===== src/rtl/spi_master_shifter.sv =====
// SPI master data path: frames cs_n, shifts MOSI/MISO on the generator's edge
// pulses, and exchanges one byte per transaction with the host over valid/ready.
module spi_master_shifter #(
  parameter int unsigned CS_SETUP = 2,
  parameter int unsigned CS_HOLD  = 2
) (
  input  logic       clk,
  input  logic       rst_n,
  input  logic [7:0] tx_data,
  input  logic       tx_valid,
  output logic       tx_ready,
  input  logic       cpol_in,
  input  logic       cpha_in,
  output logic [7:0] rx_data,
  output logic       rx_valid,
  output logic       busy,
  output logic       tx_dp,
  output logic       cpol_o,
  output logic       cpha_o,
  input  logic       sampling_edge,
  input  logic       toggling_edge,
  input  logic       miso,
  output logic       mosi,
  output logic       cs_n
);

  localparam logic [1:0] IDLE  = 2'd0;
  localparam logic [1:0] SETUP = 2'd1;
  localparam logic [1:0] XFER  = 2'd2;
  localparam logic [1:0] HOLD  = 2'd3;

  localparam logic [3:0] SETUP_LAST = 4'(CS_SETUP - 1);
  localparam logic [3:0] HOLD_LAST  = 4'(CS_HOLD - 1);

  logic [1:0] state;
  logic [3:0] phase_cnt;
  logic [4:0] edge_cnt;
  logic [4:0] edge_cnt_nxt;
  logic [4:0] tog_idx;
  logic [7:0] tx_sr;
  logic [7:0] rx_sr;
  logic       accept;

  // The completion cycle keeps tx_ready low so the host sees rx_valid first.
  assign tx_ready     = (state == IDLE) && !rx_valid;
  assign busy         = (state != IDLE);
  assign accept       = tx_valid && tx_ready;
  assign edge_cnt_nxt = edge_cnt + {4'd0, sampling_edge} + {4'd0, toggling_edge};
  // Ordinal of a toggling edge; a coincident sampling edge is counted first.
  assign tog_idx      = edge_cnt + {4'd0, sampling_edge} + 5'd1;

  // NOTE: every register here uses <= so all updates see pre-edge values;
  // the shift registers are plain flops, so they are cleared with the rest.
  always_ff @(posedge clk) begin
    if (!rst_n) begin
      state     <= IDLE;
      phase_cnt <= 4'd0;
      edge_cnt  <= 5'd0;
      tx_sr     <= 8'd0;
      rx_sr     <= 8'd0;
      rx_data   <= 8'd0;
      rx_valid  <= 1'b0;
      tx_dp     <= 1'b0;
      cpol_o    <= 1'b0;
      cpha_o    <= 1'b0;
      mosi      <= 1'b0;
      cs_n      <= 1'b1;
    end else begin
      tx_dp    <= 1'b0;
      rx_valid <= 1'b0;
      case (state)
        IDLE: begin
          if (accept) begin
            state     <= SETUP;
            cs_n      <= 1'b0;
            tx_sr     <= tx_data;
            cpol_o    <= cpol_in;
            cpha_o    <= cpha_in;
            phase_cnt <= 4'd0;
            edge_cnt  <= 5'd0;
            if (!cpha_in) mosi <= tx_data[7];
          end
        end
        SETUP: begin
          if (phase_cnt == SETUP_LAST) begin
            tx_dp     <= 1'b1;
            state     <= XFER;
            phase_cnt <= 4'd0;
          end else begin
            phase_cnt <= phase_cnt + 4'd1;
          end
        end
        XFER: begin
          if (sampling_edge) rx_sr <= {rx_sr[6:0], miso};
          if (toggling_edge) begin
            if (cpha_o) begin
              mosi  <= tx_sr[7];
              tx_sr <= {tx_sr[6:0], 1'b0};
            end else if (tog_idx < 5'd16) begin
              // Bit 7 went out at accept, so even edges present bits 6..0.
              mosi  <= tx_sr[6];
              tx_sr <= {tx_sr[6:0], 1'b0};
            end
          end
          edge_cnt <= edge_cnt_nxt;
          if (edge_cnt_nxt >= 5'd16) begin
            state     <= HOLD;
            phase_cnt <= 4'd0;
          end
        end
        HOLD: begin
          if (phase_cnt == HOLD_LAST) begin
            rx_data  <= rx_sr;
            rx_valid <= 1'b1;
            cs_n     <= 1'b1;
            state    <= IDLE;
          end else begin
            phase_cnt <= phase_cnt + 4'd1;
          end
        end
        default: state <= IDLE;
      endcase
    end
  end

endmodule


===== config.mk =====
export PLATFORM = sky130hd
export DESIGN_NAME = spi_master_shifter
export DESIGN_NICKNAME = d
export VERILOG_FILES = /design/src/rtl/spi_master_shifter.sv
export SDC_FILE = /design/constraint.sdc
export NUM_CORES = 1
export LEC_CHECK = 0
export ABC_AREA = 0
export CORE_ASPECT_RATIO = 2
export CORE_MARGIN = 3
export CORE_UTILIZATION = 46
export CTS_BUF_LIST = sky130_fd_sc_hd__clkbuf_16
export DETAILED_ROUTE_END_ITERATION = 8
export GPL_TIMING_DRIVEN = 0
export PLACE_DENSITY = 0.81
export SETUP_SLACK_MARGIN = 0.4
export SLEW_MARGIN = 20
export SYNTH_ARGS = -nofsm -noshare
export SYNTH_HDL_FRONTEND = slang
export SYNTH_SLANG_ARGS = --single-unit

===== constraint.sdc =====
create_clock -name clk -period 6.2 [get_ports clk]
set_input_delay 0.62 -clock clk [delete_from_list [all_inputs] [get_ports clk]]
set_output_delay 0.62 -clock clk [all_outputs]
set_load 0.005 [all_outputs]

Yosys cells after proc, flatten, opt, wreduce, memory -nomap -nowiden:

Cells that the tools add are included.

* add/sub/neg operators: 4
* multipliers: 0
* div/mod/pow operators: 0
* order comparisons: 2
* equal/unequal tests: 12
* shifts and indexed selects: 0
* mux-type cells: 27
* bitwise operators: 0
* reduce and logical (&&, ||, !) cells: 18

Operators by type and width (count)
* 2-to-1 mux 8 bit: 4
* 2-to-1 mux 4 bit: 4
* case mux 4 bit (4 select lines): 1
* case mux 8 bit (2 select lines): 1
* inequality test 2 bit, second input constant: 7
* AND reduction 2 bit: 6
* adder 5 x 1 -> 5 bit: 2
* case mux 5 bit (2 select lines): 1
* 2-to-1 mux 1 bit: 8
* 2-to-1 mux 2 bit: 4
* case mux 2 bit (4 select lines): 1
* AND reduction 4 bit: 2
* AND reduction 3 bit: 2
* nonzero test 2 bit: 3
* adder 5 x 1 -> 5 bit, second input constant: 1
* >= comparator 5 bit, second input constant: 1
* less-than comparator 5 bit, second input constant: 1
* 2-to-1 mux 5 bit: 1
* AND reduction 5 bit: 1
* adder 4 x 1 -> 4 bit, second input constant: 1
* == test 2 bit, second input constant: 2
* == test 4 x 1 -> 1 bit, second input constant: 1
* case mux 1 bit (2 select lines): 2
* inequality test 3 bit, second input constant: 1
* other kinds (4): 5

* flip-flop bits (word level): 41
* latch bits: 0
* memory bits (writable): 0
* bits in read-only memories: 0
* bits of input ports: 16
* output and inout port bits: 16
* word-level logic and storage cells: 75
* memories kept: 0

Longest topological paths before layout:

* depth after elaboration: 7
* depth in mapped cells: 10
* mapped depth without buffers: 9

Worst setup path after synthesis:

Ideal clock, no wire load.

* kind: input -> register
* start: in sampling_edge
* end: reg phase_cnt[3]
* setup time: 0.096 ns
* data arrival time: 2.479 ns
* data required time: 6.104 ns
* setup slack: 3.626 ns
* cell stages on the path: 8
* path buffers: 0
* cells stage by stage: ha_1 ha_1 ha_1 nor4b_4 a311oi_1 nand3_2 or2_1 o41ai_2

* word-level cells in the longest chain between the ends: 5

RTL lines
* start, declared: line 20 `input logic sampling_edge,`
* adder 5 x 1 -> 5 bit (2 in a row): line 48 `assign edge_cnt_nxt = edge_cnt + {4'd0, sampling_edge} + {4'd0, toggling_edge};`
* >= comparator 5 bit: line 106 `if (edge_cnt_nxt >= 5'd16) begin`
* inequality test 2 bit (no source line)
* AND reduction 3 bit (no source line)
* end signal, assigned: line 90 `phase_cnt <= phase_cnt + 4'd1;`
* end signal, assigned: line 118 `phase_cnt <= phase_cnt + 4'd1;`
* end, declared: line 36 `logic [3:0] phase_cnt;`

No other way between the ends.
A chain may end at the register's enable or synchronous reset.

Worst setup path after layout:

Same ends and word-level chain as after synthesis.

==> flow_metrics.tcl <==
set metrics [dict create \
    status "finished clean" \
    cp_cell_sequence "clkdlybuf4s50_1 -> ha_1 -> ha_1 -> ha_1 -> nand2_1 -> o21ai_0 -> a2111o_1 -> nand3_2 -> or2_1 -> o41ai_2" \
    clk_path_buf_depth 2 \
    antenna_found_initial 0 \
    setup_tns_ns 0 \
    hold_path.startpoint "rx_data[0]" \
    place_hpwl_um 3470 \
    fin_nets 300 \
    synth_enable_flop_cells 0 \
    synth_async_sr_flop_share_pct 0 \
    power_density_nw_per_um2 404 \
    slew_headroom_pct 63.5 \
    max_stage_delay_ns 0.47 \
    synth_compound_area_share_pct 14.6 \
    finClkSkew_ns 0.00449 \
    yosysMostFrequentCell "dfxtp_1" \
    slew_violations 0 \
    detail-route-antenna-nets 0 \
    io_buffers 30 \
    tightest_slew_ns 0.547 \
    path_buf_inv 1 \
    viasPerCell 5.59 \
    drive_gt1_share_pct 9.85 \
    multi_input_area_um2 1110 \
    fin_crit_sh_pct 49.2 \
    slowest_stage "clkdlybuf4s50_1" \
    place_congestion 0.826 \
    yosys.area.top_type "dfxtp_1" \
    grt_overflow 0 \
    synthMuxAreaShare_pct 9.15 \
    htreeDepth 2 \
    ir_drop_mv 0.319 \
    hold_viol_final 0 \
    dpl.cell_count 318 \
    grt_max_degree 15 \
    arrival_ns 3.24 \
    power_leakage_nw 0.993 \
    finalSetupViolCount 0 \
    crit_family "compound AO/OA/AOI/OAI gates" \
    nFillCells 371 \
    dieArea_um2 5380 \
    ff_latch_area_um2 821 \
    rows 33 \
    post-route-util_pct 62.3 \
    ys_types 43 \
    r2r_start "edge_cnt[0]" \
    yosysSeqAreaShare_pct 39.8 \
    start_util_pct 49.0 \
    postSynthCellCount 236 \
    worst_path_most_repeated_cell "ha_1" \
    hold_path.class "reg2reg" \
    synth_common_cells "dfxtp_1 (41), nand2_1 (37), a21oi_1 (27)" \
    synth_top_family_by_area "simple AND/OR/NAND/NOR gates" \
    syn2layout_area_growth_pct 27.1 \
    max_freq_ghz 0.328 \
    clk_latency_ns 0.28 \
    dr.first_iter.drc_count 54 \
    synthesis.nets 263 \
    chipWidth_um 53.4 \
    via_count 1823 \
    path_max_fanout 6 \
    path_class "in2reg" \
    fin_cells 326 \
    synthTopCellsByArea "dfxtp_1 (40%), nand2_1 (6.7%), ha_1 (6.7%)" \
    synth_fa_ha_area_share_pct 6.67 \
    end_kind "register" \
    postCtsSetupBuffers 0 \
    period_minus_slack_ns 3.05 \
    n_antenna_cell 0 \
    fp.dieH_um 101 \
    syn-cell-area_um2 2060 \
    wl_um 4650 \
    core_um2 4210 \
    cts_sinks 41 \
    wl_per_cell_um 14.3 \
    path_clk_slew_ns 0.06 \
    grt_pass1_vias 1813 \
    post_cts_resized 0 \
    pin_count 32 \
    synthFlopType "dfxtp_1" \
    root_buffer "clkbuf_16" \
    p_total_w 0.00106 \
    synth.avg_cell_area_um2 8.75 \
    cts_tree "built" \
    drc 0 \
    critPathLaunch "sampling_edge" \
    holdBufCountCts 0 \
    grt.total_usage_pct 19.6 \
    max_cap_viol_count 0 \
    worstSetupStartpointType "input pin" \
    rsz0062_at_grt "no" \
    firstDrtPassIters 4 \
    cts_made_buffers 5 \
    worst_ep_required_time_ns 6.39 \
    synth-xor-area-share_pct 2.12 \
    synth_top_cell_area_share_pct 39.8 \
    yosysWarningCount 0 \
    synth_seq_cells 41 \
    grt_pass1_wl_um 7960 \
    yosys.area_share.simple_pct 21.3 \
]
registers in the layout, indices dropped and copies added, names as in the netlist, 2 cells and up:
name and count:
state 2, rx_data 8, tx_sr 8, rx_sr 8
edge_cnt 5, phase_cnt 4
placed cells by master, fill, tap and decap left out, types with 3 or more instances in the layout:
cell type        synthesis  routed
ha_1                    11      11
nand3_1                 15      15
mux2_2                   7       7
mux2i_1                 11      11
clkbuf_1                 5       5
o211ai_1                 4       4
o21ai_0                  5       5
a22oi_1                  3       3
inv_1                    7       7
clkbuf_16                1       6
xor2_1                   3       3
a21oi_1                 27      27
dfxtp_1                 41      41
clkdlybuf4s50_1          0      30
nor2_1                  22      22
nand2_1                 37      37
buf_6                    3       3
area by class of cell:
class / instances / share of cell area (%)
repair buffers: 30 / 11.4
plain buffers: 12 / 3.86
multi-input cells: 175 / 42.4
clock inverters: 3 / 2.62
well taps: 52 / 2.48
flip-flops and latches: 41 / 31.3
inverters: 8 / 1.14
clock buffers: 5 / 4.77
worst register-to-register path, cell delays in order (launching register included):
cell,delay [ns]
dfxtp_1,0.32
ha_1,0.22
ha_1,0.32
ha_1,0.23
nand2_1,0.07
o21ai_0,0.34
a2111o_1,0.24
nand3_2,0.14
or2_1,0.28
o41ai_2,0.26
layer usage:
| metal | part of all wire [%] | vias to the layer above | routed length [um] | global-route usage [%] |
|---|---|---|---|---|
| met5 | 0 | - | 0 | 0 |
| met2 | 56 | 48 | 2600 | 34.8 |
| met1 | 37 | 867 | 1740 | 21.4 |
| met4 | 2.1 | 0 | 100 | 9.45 |
| met3 | 4.5 | 12 | 209 | 3.11 |
| li1 | - | 896 | - | - |
kinds of logic after synthesis:
family | Yosys count
simple gates | 92
compound gates | 49
flops | 41
buf+inv | 20
mux | 18
fa+ha+maj | 11
xor+xnor | 5
report_power, final:
part	switching [W]	internal (W)
clock	0.000108	0.000232
sequential	0.0000271	0.000304
combinational	0.000208	0.000182
total	0.000343	0.000718
path summary, 6_finish.rpt:
kind,to,slack [ns],cells past startpoint
worst max-delay path,phase_cnt[3],3.15,10
worst max register to register,phase_cnt[3],3.69,9
worst min-delay path,rx_data[0],0.45,2
worst min register to register,rx_data[0],0.45,2
through the flow:
stage / instance area [um2] / setup WS (ns) / hold WS (ns)
floorplan: 2060 / 3.63 / 0.432
global placement: 2430 / 2.91 / 0.446
detailed placement: 2430 / 2.88 / 0.448
CTS: 2620 / 3.16 / 0.457
global route: 2620 / 2.92 / 0.475
finish: 2620 / 3.15 / 0.454
Power figures use the tool's default switching activity.
